$ cat src/rtl/poly_horner.sv
// poly_horner: evaluates sum(c_k * X^k) mod 2^W by Horner's rule, one
// multiply-accumulate per cycle on a single shared W x W multiplier.
// FSM: IDLE -> MAC (DEG cycles) -> DONE (one cycle, pronto pulse) -> IDLE.
// Optional build macro POLY_HORNER_OVF_EN enables the sticky overflow flag;
// without it ovf is tied to 0 and no detection logic exists.
module poly_horner #(
  parameter int W   = 16,
  parameter int DEG = 2
) (
  input  logic                 ck,
  input  logic                 rst,
  input  logic                 inicio,
  input  logic [W-1:0]         X,
  input  logic [(DEG+1)*W-1:0] COEF,
  output logic [W-1:0]         Resultado,
  output logic                 pronto,
  output logic                 ocupado,
  output logic                 ovf
);

  // Index width is sized for DEG+1 values so DEG=1 still gets a 1-bit index.
  localparam int IW = $clog2(DEG + 1);
  localparam int NSEL = 2 ** IW;

  typedef enum logic [1:0] {IDLE, MAC, DONE} state_t;

  state_t          state_reg;
  logic [W-1:0]    x_reg;
  logic [W-1:0]    acc_reg;
  logic [W-1:0]    resultado_reg;
  logic [IW-1:0]   idx_reg;
  logic            pronto_reg;
  logic            ocupado_reg;
  // Only c_0..c_{DEG-1} are kept; c_DEG goes straight into the accumulator.
  logic [DEG*W-1:0] coef_reg;

  logic [W-1:0]    coef_arr [0:NSEL-1];
  logic [W-1:0]    coef_sel;
  logic [W-1:0]    mac_trunc;
  logic            start;

  assign start = (state_reg == IDLE) && inicio;

  // Unpack the latched coefficients into a power-of-two table so the index
  // width matches exactly; unused slots read as zero.
  generate
    for (genvar gi = 0; gi < NSEL; gi++) begin : g_coef
      if (gi < DEG) begin : g_used
        assign coef_arr[gi] = coef_reg[gi*W +: W];
      end else begin : g_pad
        assign coef_arr[gi] = '0;
      end
    end
  endgenerate

  assign coef_sel = coef_arr[idx_reg];

`ifdef POLY_HORNER_OVF_EN
  localparam int FW = 2 * W + 1;
  logic [FW-1:0] mac_full;
  logic          ovf_reg;

  assign mac_full  = FW'(acc_reg) * FW'(x_reg) + FW'(coef_sel);
  assign mac_trunc = mac_full[W-1:0];

  // Sticky overflow: cleared on an accepted start, set by any wide MAC step.
  always_ff @(posedge ck) begin
    if (rst) begin
      ovf_reg <= 1'b0;
    end else if (start) begin
      ovf_reg <= 1'b0;
    end else if (state_reg == MAC && mac_full[FW-1:W] != '0) begin
      ovf_reg <= 1'b1;
    end
  end

  assign ovf = ovf_reg;
`else
  // Bits above W cannot reach the truncated result, so the W-bit form is exact.
  assign mac_trunc = acc_reg * x_reg + coef_sel;
  assign ovf       = 1'b0;
`endif

  // Control FSM with registered outputs; operands are latched at start so
  // later input changes cannot disturb a running evaluation.
  always_ff @(posedge ck) begin
    if (rst) begin
      state_reg     <= IDLE;
      resultado_reg <= '0;
      pronto_reg    <= 1'b0;
      ocupado_reg   <= 1'b0;
      acc_reg       <= '0;
      idx_reg       <= '0;
    end else begin
      pronto_reg <= 1'b0;
      case (state_reg)
        IDLE: begin
          if (inicio) begin
            x_reg       <= X;
            coef_reg    <= COEF[DEG*W-1:0];
            acc_reg     <= COEF[DEG*W +: W];
            idx_reg     <= IW'(DEG - 1);
            ocupado_reg <= 1'b1;
            state_reg   <= MAC;
          end
        end
        MAC: begin
          acc_reg <= mac_trunc;
          if (idx_reg == '0) begin
            resultado_reg <= mac_trunc;
            pronto_reg    <= 1'b1;
            state_reg     <= DONE;
          end else begin
            idx_reg <= idx_reg - 1'b1;
          end
        end
        DONE: begin
          ocupado_reg <= 1'b0;
          state_reg   <= IDLE;
        end
        default: begin
          ocupado_reg <= 1'b0;
          state_reg   <= IDLE;
        end
      endcase
    end
  end

  assign Resultado = resultado_reg;
  assign pronto    = pronto_reg;
  assign ocupado   = ocupado_reg;

endmodule

$ cat config.mk
export PLATFORM = sky130hd
export DESIGN_NAME = poly_horner
export DESIGN_NICKNAME = d
export VERILOG_FILES = /design/src/rtl/poly_horner.sv
export SDC_FILE = /design/constraint.sdc
export NUM_CORES = 1
export LEC_CHECK = 0
export CORE_ASPECT_RATIO = 1.1
export CORE_MARGIN = 3
export CORE_UTILIZATION = 45
export CTS_BUF_LIST = sky130_fd_sc_hd__clkbuf_8
export DETAILED_ROUTE_END_ITERATION = 8
export PLACE_DENSITY_LB_ADDON = 0.1
export RECOVER_POWER = 50
export REMOVE_ABC_BUFFERS = 1
export SLEW_MARGIN = 20
export SYNTH_ARGS = -nofsm -noshare
export SYNTH_HDL_FRONTEND = slang
export SYNTH_SLANG_ARGS = --single-unit
$ cat constraint.sdc
create_clock -name ck -period 8 [get_ports ck]
set_input_delay 0.8 -clock ck [delete_from_list [all_inputs] [get_ports ck]]
set_output_delay 0.8 -clock ck [all_outputs]
set_load 0.02 [all_outputs]
==> metrics.md <==
| Metric | Value |
|---|---|
| # resized after CTS | `0` |
| DP Wirelength | `about 15 mm` |
| Fin crit share | `0.7783` |
| RR Endpoint | `acc_reg[14]$_SDFFE_PP0P_` |
| Largest net degree at the start of global routing | `50` |
| Cell taking the most area after synthesis | `fa_1` |
| Peak supply drop | `0.0002997 V` |
| GR peak layer | `met2` |
| Fmax | `approximately 160 MHz` |
| Drt first pass iters | `4` |
| Die span in x | `~130 um` |
| TritonCTS clock tree | `yes` |
| Power per cell area | `between 400 and 500 nW/um^2` |
| Routing usage on met2 | `0.3416` |
| Antenna violations before repair | `0` |
| Num CTS Buffers | `9` |
| Routed WL | `18.37 mm` |
| H-Tree Depth | `3` |
| Die H | `142.1 um` |
| Post-route cell area | `8793 sq um` |
| Synth Warn # | `0` |
| Routed Antenna Nets | `0` |
| Dpl cells | `about 1,000` |
| Worst setup margin | `1773 ps` |
| Total power | `just under 4000 uW` |
| Hold EP | `ocupado$_SDFFE_PP0P_` |
| Area Growth Syn to Fin | `15.99%` |
| Rows | `~50` |
| Cell count of the worst reg-to-reg path | `21` |
| Hold Path Cell Cnt | `1` |
| Final net count | `around 1,100` |
| Setup WS pre-CTS | `about 1800 ps` |
| First-pass GRT wire length | `between 20 and 30 mm` |
| Cell Area, Synth | `about 7600 sq um` |
| Max incr delay on CP | `about 630 ps` |
| Clock period minus worst slack | `around 6200 ps` |
| Die area | `about 18,000 sq um` |
| Count of cell types in the netlist | `40` |
| # diodes | `0` |
| Post CTS Setup Buffer Count | `0` |
| Clk Latency, worst-skew pair | `about 400 ps` |
| Status | `finished with violations` |
| Met3 Usage GRT | `0.03641` |
| Data required, critical path | `between 8000 and 9000 ps` |
| Number of flip-flops in the largest register | `32` |
| Leading post-synthesis cells by cell area | `fa_1, edfxtp_1, dfxtp_1` |
| EDFF count, synth | `48` |
| Mean Syn Cell Area | `9.657 sq um` |
| Reg clk slew, reported paths | `around 110 ps` |
| Setup violators final | `0` |
| Critical Path End Type | `flop` |
| Final Hold Fails | `0` |
| Ports | `between 80 and 90` |
| RSZ-0062 raised after global routing | `no` |
| Sequential element share of the synthesized area | `0.2905` |
| Vias in the first global route | `5,784` |
| Core area | `approximately 16,000 sq um` |
| Vias per cell | `roughly 5` |
| Grt total ovfl | `0` |
| Startpoint types | `flop` |
| Gate Count Post-Synth | `around 790` |
| WL/cell | `roughly 17 um` |
| Via count | `5,344` |
| Min-delay worst type | `reg2reg` |
| Remaining DRCs | `0` |
| Initial DRC count | `a little over 300` |
| Max-cap viol count | `1` |
| Commonest non-fill, non-tap cell in the layout | `inv_1` |
| Layout cells sized above 1 | `0.04089` |
| Port bufs | `84` |
| Final std cells w/o fill | `between 1,000 and 1,500` |
| GRT Overall Usage | `0.2116` |
| Fin. max-slew vios | `50` |
| Yosys top cell area share | `0.2482` |
| Leakage | `about 0.0040 uW` |
| # fillers | `between 1,500 and 2,000` |
| Relative slew margins | `-0.6931` |
| Sink Count | `86` |
| Seq cells post-synth | `86` |
| Clock buffer depth | `2` |
| Synth async-reset ratio | `0` |
| Worst r2r src | `x_reg[1]$_DFFE_PP_` |
| TNS Setup | `0 ps` |
| Initial core utilization | `0.4614` |
| Least-Margin Pin Slew | `about 2500 ps` |
| CP max stage cell | `edfxtp_1` |
| Critical Setup Path Class | `reg2reg` |
| HP Start | `ocupado$_SDFFE_PP0P_` |
| Top FF cell, synth | `edfxtp_1` |
| Setup slack, reg-to-reg | `1770 ps` |
| Violated checks | `capacitance limit, slew limit` |
| CP Max Fanout | `15` |
| Max Clock Skew | `approximately 34 ps` |
| GR Util met1 | `0.2998` |
| Placer Congestion | `0.8436` |
| Hold_buf cts | `0` |
| Critical Path AT | `6490 ps` |
| Placed standard-cell area | `~8600 sq um` |
| Commonest non-fill, non-tap cells in the layout | `inv_1, nand2_1, fa_1, dlygate4sd3_1` |
| Root buf cell | `clkbuf_8` |
| Crit path cell chain | `and2_1 > fa_1 > inv_1 > fa_1 > inv_1 > fa_1 > inv_1 > fa_1 > inv_1 > fa_1 > inv_1 > fa_1 > inv_1 > ha_1 > a21oi_1 > nand2_1 > a2111oi_0 > o21ai_0 > xor2_1 > a21oi_1 > nor2_1` |
==> worst max-delay path: cells and delay by family (launching register included) <==
kind            cells  cell delay (ps)
fa+ha+maj           7             3380
compound gates      4             1140
flops               1              630
simple gates        3              440
buf+inv             6              320
xor+xnor            1              200
==> area by class of cell <==
| class | count | area (sq um) | share of cell area |
|---|---|---|---|
| inverters | 151 | 566.8 | 0.06446 |
| repair buffers | 88 | 863.3 | 0.09818 |
| multi-input cells | 515 | 4679 | 0.5322 |
| flip-flops and latches | 86 | 2202 | 0.2504 |
| well taps | 204 | 255.2 | 0.02903 |
| clock inverters | 7 | 102.6 | 0.01167 |
| clock buffers | 9 | 123.9 | 0.01409 |
==> power breakdown <==
part | internal (uW) | leakage (uW) | switching (uW)
registers | 523 | 0.000758 | 86.6
clock network | 181 | 0.000117 | 193
logic | 1260 | 0.00308 | 1670
total | 1960 | 0.00396 | 1950
==> layer usage <==
layer / up-vias / share of wire
li1: 2550 / -
met4: 0 / 0.013
met5: - / 0
met1: 2637 / 0.46
met2: 139 / 0.48
met3: 18 / 0.052
==> cells by family after synthesis <==
kind of cell | after synthesis | share of synthesized area
AND/OR/NAND/NOR | 240 | 0.1431
buffers and inverters | 184 | 0.09259
adder cells (fa/ha/maj) | 147 | 0.3357
flip-flops | 86 | 0.2905
AO/OA/AOI/OAI | 57 | 0.04737
XOR/XNOR | 41 | 0.05017
multiplexers | 29 | 0.04011
other | 1 | 0.0004947
==> per-stage QoR <==
stage,util,hold WS [ps]
final,0.5352,454.9
after global placement,0.5222,435.8
after detailed placement,0.5223,440.3
after floorplan,-,528.4
after global routing,0.5352,493.3
after CTS,0.5361,461.7
==> synth_stat cells, drive strengths merged, types with 2 or more instances <==
master,n
and2,55
o21ai,6
nand2,120
dfxtp,38
inv,151
a211oi,15
buf,8
clkbuf,25
or3,2
xor2,12
nor2,46
nor3,4
nand2b,3
nand3,4
mux2i,18
a21o,3
edfxtp,48
ha,53
fa,94
xnor2,28
a22oi,3
mux2,11
a21oi,24
nor2b,4
==> worst max path at each step <==
stage,startpoint,endpoint,slack (ps)
2_1_floorplan,inicio,coef_reg[0]$_DFFE_PP_,2070
3_3_place_gp,x_reg[1]$_DFFE_PP_,acc_reg[15]$_SDFFE_PP0P_,1960
3_5_place_dp,x_reg[1]$_DFFE_PP_,acc_reg[14]$_SDFFE_PP0P_,1760
4_1_cts,x_reg[1]$_DFFE_PP_,acc_reg[14]$_SDFFE_PP0P_,1740
5_1_grt,x_reg[1]$_DFFE_PP_,Resultado[14]$_SDFFE_PP0P_,1450
6_report,x_reg[1]$_DFFE_PP_,acc_reg[14]$_SDFFE_PP0P_,1770
No activity file was read; power rests on OpenSTA's default activity.
